--- src/rtl/interp4x_sched_pkg.sv ---
// Shared widths and FSM state encoding for the 4X interpolator scheduler.
package interp4x_pkg;
    localparam int unsigned SAMPLE_W = 18;
    localparam int unsigned UPSAMPLE = 4;

    typedef enum logic [1:0] {IDLE, PRIME, RUN} state_t;
endpackage

--- src/rtl/interp4x_sched_fifo.sv ---
// Synchronous sample FIFO (module sync_fifo_s18); DEPTH must be a power of 2.
module sync_fifo_s18
    import interp4x_pkg::*;
#(
    parameter int unsigned DEPTH = 4
) (
    input  logic                clock,
    input  logic                reset,
    input  logic                i_push,
    input  logic [SAMPLE_W-1:0] i_data,
    input  logic                i_pop,
    output logic [SAMPLE_W-1:0] o_data,
    output logic                o_full,
    output logic                o_empty
);
    localparam int unsigned AW = (DEPTH > 1) ? $clog2(DEPTH) : 1;
    localparam int unsigned CW = $clog2(DEPTH + 1);

    logic [SAMPLE_W-1:0] r_mem [DEPTH];
    logic [AW-1:0]       r_wptr;
    logic [AW-1:0]       r_rptr;
    logic [CW-1:0]       r_count;
    logic                w_do_push;
    logic                w_do_pop;

    assign o_full    = (r_count == CW'(DEPTH));
    assign o_empty   = (r_count == '0);
    assign w_do_push = i_push & ~o_full;
    assign w_do_pop  = i_pop & ~o_empty;
    assign o_data    = r_mem[r_rptr];

    always_ff @(posedge clock) begin
        if (reset) begin
            r_wptr  <= '0;
            r_rptr  <= '0;
            r_count <= '0;
        end else begin
            if (w_do_push) r_wptr <= r_wptr + AW'(1);
            if (w_do_pop)  r_rptr <= r_rptr + AW'(1);
            case ({w_do_push, w_do_pop})
                2'b10:   r_count <= r_count + CW'(1);
                2'b01:   r_count <= r_count - CW'(1);
                default: ;
            endcase
        end
    end

    // Storage needs no reset: entries are only read once counted.
    always_ff @(posedge clock) begin
        if (w_do_push) r_mem[r_wptr] <= i_data;
    end
endmodule

--- src/rtl/interp4x_sched.sv ---
// Fs / 4*Fs enable generator and sample feeder for the 4X interpolator.
// Optional underrun event counter: define INTERP4X_SCHED_UNDERRUN_CNT_EN.
module interp4x_sched
    import interp4x_pkg::*;
#(
    parameter int unsigned DIVW          = 12,
    parameter int unsigned FIFO_DEPTH    = 4,
    parameter int unsigned UNDERRUN_HOLD = 0
) (
    input  logic            clock,
    input  logic            reset,
    input  logic            enable,
    input  logic [DIVW-1:0] div_cfg,
    input  logic [17:0]     s_data,
    input  logic            s_valid,
    output logic            s_ready,
    output logic            clkenin,
    output logic            clken4x,
    output logic [17:0]     xkin,
    output logic [1:0]      phase,
    output logic            running,
    output logic            underrun,
    input  logic            clr_underrun
`ifdef INTERP4X_SCHED_UNDERRUN_CNT_EN
    ,
    output logic [15:0]     underrun_cnt
`endif
);
    localparam int unsigned PHASE_W = $clog2(UPSAMPLE);

    state_t              r_state;
    state_t              w_state_d;
    logic [DIVW-1:0]     r_cnt;
    logic [DIVW-1:0]     r_div_lat;
    logic [DIVW-1:0]     w_lim;
    logic [PHASE_W-1:0]  r_phase;
    logic                r_clken4x;
    logic                r_underrun;
    logic [SAMPLE_W-1:0] r_xkin;
    logic [SAMPLE_W-1:0] w_fifo_data;
    logic                w_fifo_full;
    logic                w_fifo_empty;
    logic                w_push;
    logic                w_pop;
    logic                w_start;
    logic                w_tick;
    logic                w_clkenin;
    logic                w_urun_evt;

    sync_fifo_s18 #(
        .DEPTH (FIFO_DEPTH)
    ) u_fifo (
        .clock   (clock),
        .reset   (reset),
        .i_push  (w_push),
        .i_data  (s_data),
        .i_pop   (w_pop),
        .o_data  (w_fifo_data),
        .o_full  (w_fifo_full),
        .o_empty (w_fifo_empty)
    );

    assign w_push     = s_valid & ~w_fifo_full;
    assign w_clkenin  = r_clken4x & (r_phase == '0);
    assign w_start    = (r_state == PRIME) & enable & ~w_fifo_empty;
    assign w_pop      = (w_start | w_clkenin) & ~w_fifo_empty;
    assign w_urun_evt = w_clkenin & w_fifo_empty;
    // A new div_cfg is compared from the frame-start cycle so the very next period uses it.
    assign w_lim      = w_clkenin ? div_cfg : r_div_lat;
    assign w_tick     = (r_state == RUN) & enable & (r_cnt == w_lim);

    always_comb begin
        w_state_d = r_state;
        unique case (r_state)
            IDLE:    if (enable) w_state_d = PRIME;
            PRIME: begin
                if (!enable)            w_state_d = IDLE;
                else if (!w_fifo_empty) w_state_d = RUN;
            end
            RUN:     if (!enable) w_state_d = IDLE;
            default: w_state_d = IDLE;
        endcase
    end

    always_ff @(posedge clock) begin
        if (reset) begin
            r_state    <= IDLE;
            r_cnt      <= '0;
            r_div_lat  <= '0;
            r_phase    <= '0;
            r_clken4x  <= 1'b0;
            r_xkin     <= '0;
            r_underrun <= 1'b0;
        end else begin
            r_state   <= w_state_d;
            r_clken4x <= w_tick;
            if (r_state != RUN || w_state_d != RUN) begin
                r_cnt   <= '0;
                r_phase <= '0;
            end else begin
                r_cnt <= w_tick ? '0 : r_cnt + DIVW'(1);
                if (r_clken4x) r_phase <= r_phase + PHASE_W'(1);
            end
            if (w_start || w_clkenin) r_div_lat <= div_cfg;
            if (w_pop) begin
                r_xkin <= w_fifo_data;
            end else if (w_urun_evt && UNDERRUN_HOLD == 0) begin
                r_xkin <= '0;
            end
            if (w_urun_evt)        r_underrun <= 1'b1;
            else if (clr_underrun) r_underrun <= 1'b0;
        end
    end

`ifdef INTERP4X_SCHED_UNDERRUN_CNT_EN
    logic [15:0] r_urun_cnt;

    always_ff @(posedge clock) begin
        if (reset) begin
            r_urun_cnt <= '0;
        end else if (w_urun_evt) begin
            if (clr_underrun)                r_urun_cnt <= 16'd1;
            else if (r_urun_cnt != 16'hFFFF) r_urun_cnt <= r_urun_cnt + 16'd1;
        end else if (clr_underrun) begin
            r_urun_cnt <= '0;
        end
    end

    assign underrun_cnt = r_urun_cnt;
`endif

    assign s_ready  = ~w_fifo_full;
    assign clkenin  = w_clkenin;
    assign clken4x  = r_clken4x;
    assign xkin     = r_xkin;
    assign phase    = r_phase;
    assign running  = (r_state == RUN);
    assign underrun = r_underrun;
endmodule

--- config.mk ---
export PLATFORM = sky130hd
export DESIGN_NAME = interp4x_sched
export DESIGN_NICKNAME = d
export VERILOG_FILES = /design/src/rtl/interp4x_sched_pkg.sv /design/src/rtl/interp4x_sched_fifo.sv /design/src/rtl/interp4x_sched.sv
export SDC_FILE = /design/constraint.sdc
export NUM_CORES = 1
export LEC_CHECK = 0
export ABC_CLOCK_PERIOD_IN_PS = 2700
export CAP_MARGIN = 10
export CORE_ASPECT_RATIO = 1.1
export CORE_UTILIZATION = 35
export CTS_BUF_LIST = sky130_fd_sc_hd__clkbuf_8 sky130_fd_sc_hd__clkbuf_16
export CTS_CLUSTER_DIAMETER = 200
export DETAILED_ROUTE_END_ITERATION = 8
export RECOVER_POWER = 100
export SETUP_SLACK_MARGIN = 0.3
export SYNTH_ARGS = -nofsm -noshare
export SYNTH_HDL_FRONTEND = slang
export SYNTH_SLANG_ARGS = --single-unit
--- constraint.sdc ---
create_clock -name clock -period 2.7 [get_ports clock]
set_input_delay 0.675 -clock clock [delete_from_list [all_inputs] [get_ports clock]]
set_output_delay 0.675 -clock clock [all_outputs]
set_load 0.01 [all_outputs]
==> results.yml <==
clock_tree:
  cts-buffers-inserted: 17
  clock_sinks: 129
  clock_path_buffers: 2
  cts_tree: "built"
  cts.hold.buffers_added: 0
  root_buffer_cell: "sky130_fd_sc_hd__clkbuf_16"
  clkLatencyLatePin_ns: 0.41
  htree_levels: 4
  cts.reportedPaths.clkPinSlew_ns: 0.05
timing:
  hold_viol_final: 0
  period_needed_ns: 2.43
  setup_violations: 0
  rsz0062_at_grt: "false"
  final.period_utilization_pct: 89.8
  slew_viol_final: 0
  fin_ws_ns: 0.274
  clock_skew_ns: 0.00507
  slew_headroom_pct: 14.2
  worst_pin_slew_ns: 1.29
  timing.fmax_ghz: 0.412
setup_path:
  ff2ff_setup_slack_ns: 0.37
  r2r_start: "clken4x$_SDFF_PP0_"
  worst-setup-path-type: "input port to flop"
  worst-endpoint-required_ns: 3.03
  worstSetupStartpointType: "input port"
  critical_path_arrival_ns: 2.76
  timing.reg2reg.worst_path_depth: 8
  regToRegEndpoint: "u_fifo.r_count[2]$_SDFFE_PP0P_"
  critPathCaptureType: "flop"
  critPathMaxFanout: 5
floorplanning:
  row_count: 46
  io_pins: 60
  floorplan.die_area_um2: 15500
  x_dimension_of_the_die_um: 119
  placeableCoreArea_um2: 14500
  initial_utilization_pct: 36.2
  chipHeight_um: 130
grt:
  track_usage_pct: 14.9
  grt_pass1_vias: 3376
  gr-total-overflow: 0
  global_route_wire_length_before_repair_um: 17300
  grt_max_degree: 40
  antenna_found_initial: 1
layout:
  final_net_count: 504
  drive_above_1_share_pct: 15.6
  final_core_utilization_pct: 45.4
  filler_cell_count: 1339
  syn2layout_area_growth_pct: 25.4
synthesis:
  synth.yosys.seq_area_share_pct: 63.0
  syn-instance-count: 390
  synth-seq-cells: 129
  postSynthAreaPerCell_um2: 13.4
  synth.net_count: 433
  post_synthesis_cell_area_um2: 5240
  ys_types: 39
  synth.yosys.warnings: 0
power:
  design_power_total_mw: 4.63
  max-vdd-ir-drop_uv: 489
  cellLeakagePower_nw: 2.27
  power.density_cell_area_nw_per_um2: 703
detailed_routing:
  routed_wl_um: 10700
  ant_nets: 0
  viasPerCell: 4.94
  drt_pass1_iterations: 4
  drtIter0Drc: 110
  num_vias: 3287
  avgRoutedWirePerCell_um: 16.1
  drt_drc_violations_left: 0
job:
  drv.max_cap_violation_count: 0
worst_hold_path:
  holdCritPathClass: "flop to flop"
  hold_path_depth: 2
  worstHoldStart: "r_div_lat[10]$_SDFFE_PP0N_"
  hold-path-endpoint: "r_div_lat[10]$_SDFFE_PP0N_"
placed_design:
  gp_routability_congestion: 0.757
  pre_cts_ws_ns: -0.0922
  dp_hpwl_um: 7000
  number_of_buffers_inserted_by_port_buffering: 59
outcome:
  outcome: "finished, final reports clean"
==> what timing repair did <==
item	CTS	global route
cloned	0	0
pin swaps	0	5
endpoints found under the setup margin	14	3
setup buffers	0	1
gates resized for setup	7	6
==> worst max-delay path, cell delays in order <==
cell and delay [ns]:
sky130_fd_sc_hd__dlygate4sd3_1 0.61, sky130_fd_sc_hd__and2_4 0.17, sky130_fd_sc_hd__inv_1 0.08, sky130_fd_sc_hd__ha_1 0.17, sky130_fd_sc_hd__inv_1 0.06, sky130_fd_sc_hd__fa_1 0.37, sky130_fd_sc_hd__xor2_1 0.16, sky130_fd_sc_hd__or3_1 0.36
sky130_fd_sc_hd__a21oi_2 0.11
==> how the worst max path moves through the flow <==
stage,startpoint,depth (start not counted),slack [ns],end
2_1_floorplan,phase[0]$_SDFFE_PP0P_,12,0.30,u_fifo.r_count[2]$_SDFFE_PP0P_
3_3_place_gp,enable,9,-0.03,u_fifo.r_count[2]$_SDFFE_PP0P_
3_5_place_dp,enable,9,-0.09,u_fifo.r_count[2]$_SDFFE_PP0P_
4_1_cts,u_fifo.r_count[0]$_SDFFE_PP0P_,3,0.30,s_ready
5_1_grt,u_fifo.r_count[2]$_SDFFE_PP0P_,7,0.19,r_div_lat[7]$_SDFFE_PP0N_
6_report,s_valid,9,0.27,u_fifo.r_count[2]$_SDFFE_PP0P_
==> cell type report <==
cell class	instances	area (um2)	area share [%]
tap	192	240	3.65
inverter	11	43.8	0.666
sequential	129	3300	50.2
clock buffer	17	425	6.47
timing repair buffer	74	677	10.3
clock inverter	14	123	1.86
multi-input combinational	228	1760	26.8
antenna	1	2.50	0.0380
==> registers in the layout, indices dropped and copies added, names as in the netlist, named ones only <==
name and cells:
xkin 18, u_fifo.r_rptr 2, u_fifo.r_count 3, u_fifo.r_mem 72, clken4x 1, phase 2, r_cnt 12, u_fifo.r_wptr 2
underrun 1, r_state 2, r_div_lat 12
==> Yosys cell counts, drive strengths merged <==
cell type  count  share of area (%)
nand2         35                2.5
buf           10                1.5
o21ai          4               0.38
nor3           2               0.19
fa             1               0.38
and4           3               0.55
a211oi        12                2.7
o21a           1               0.14
nand4          4               0.48
and3           9                1.3
and2           4               0.48
a21boi         2               0.29
nor2b          3               0.36
dfxtp         57                 22
a21bo          2               0.38
mux4          18                7.7
o2111ai        2               0.33
a22oi         18                2.6
ha             7                1.7
mux2i          3               0.57
xnor2         20                3.3
nor3b          1               0.14
xor2           9                1.5
or3            3               0.36
nand3b         1               0.14
edfxtp        72                 41
clkbuf        12               0.86
nand3          8               0.76
a21oi         21                2.1
nor2          35                2.5
inv           11               0.79
==> per-stage QoR <==
step	instances	area [um2]	hold WS, ns	TNS (ns)
after floorplan	390	5250	0.426	0
after global placement	633	6090	0.435	-0.0288
after detailed placement	633	6090	0.445	-0.0922
after CTS	664	6650	0.454	0
after global routing	666	6580	0.474	0
final	666	6580	0.455	0
==> placed cells by master (no fill, tap or decap), types with 12 or more instances in the layout <==
cell type and instances:
sky130_fd_sc_hd__nand2_1 34, sky130_fd_sc_hd__inv_1 12, sky130_fd_sc_hd__clkbuf_16 17, sky130_fd_sc_hd__clkdlybuf4s50_1 14, sky130_fd_sc_hd__dlygate4sd3_1 42, sky130_fd_sc_hd__mux4_2 18
sky130_fd_sc_hd__a22oi_1 18, sky130_fd_sc_hd__nor2_1 34, sky130_fd_sc_hd__xnor2_1 20, sky130_fd_sc_hd__edfxtp_1 72, sky130_fd_sc_hd__dfxtp_1 57, sky130_fd_sc_hd__a21oi_1 17
==> metal layers <==
metal / routed length [um] / share of wire [%] / vias up / global-route usage (%)
li1: - / - / 1572 / -
met1: 4660 / 43 / 1625 / 17.7
met2: 5390 / 50 / 73 / 25.3
met3: 513 / 4.8 / 17 / 4.34
met4: 165 / 1.5 / 0 / 6.70
met5: 0 / 0 / - / 0
==> cells by family after synthesis <==
family                     share of synthesized area, %
xor gates and xnor gates                           4.84
AOI/OAI and AO/OA                                  8.92
buffers and inverters                              3.10
muxes                                              8.30
DFF                                                63.0
adders and majority gates                          2.05
and+or+nand+nor                                    9.78
==> power breakdown <==
group	internal (mW)	leakage, nW	switching (mW)
Sequential	2.16	1.12	0.0297
Clock	1.26	0.269	0.822
Combinational	0.157	0.877	0.197
No activity file was read; power rests on OpenSTA's default activity.
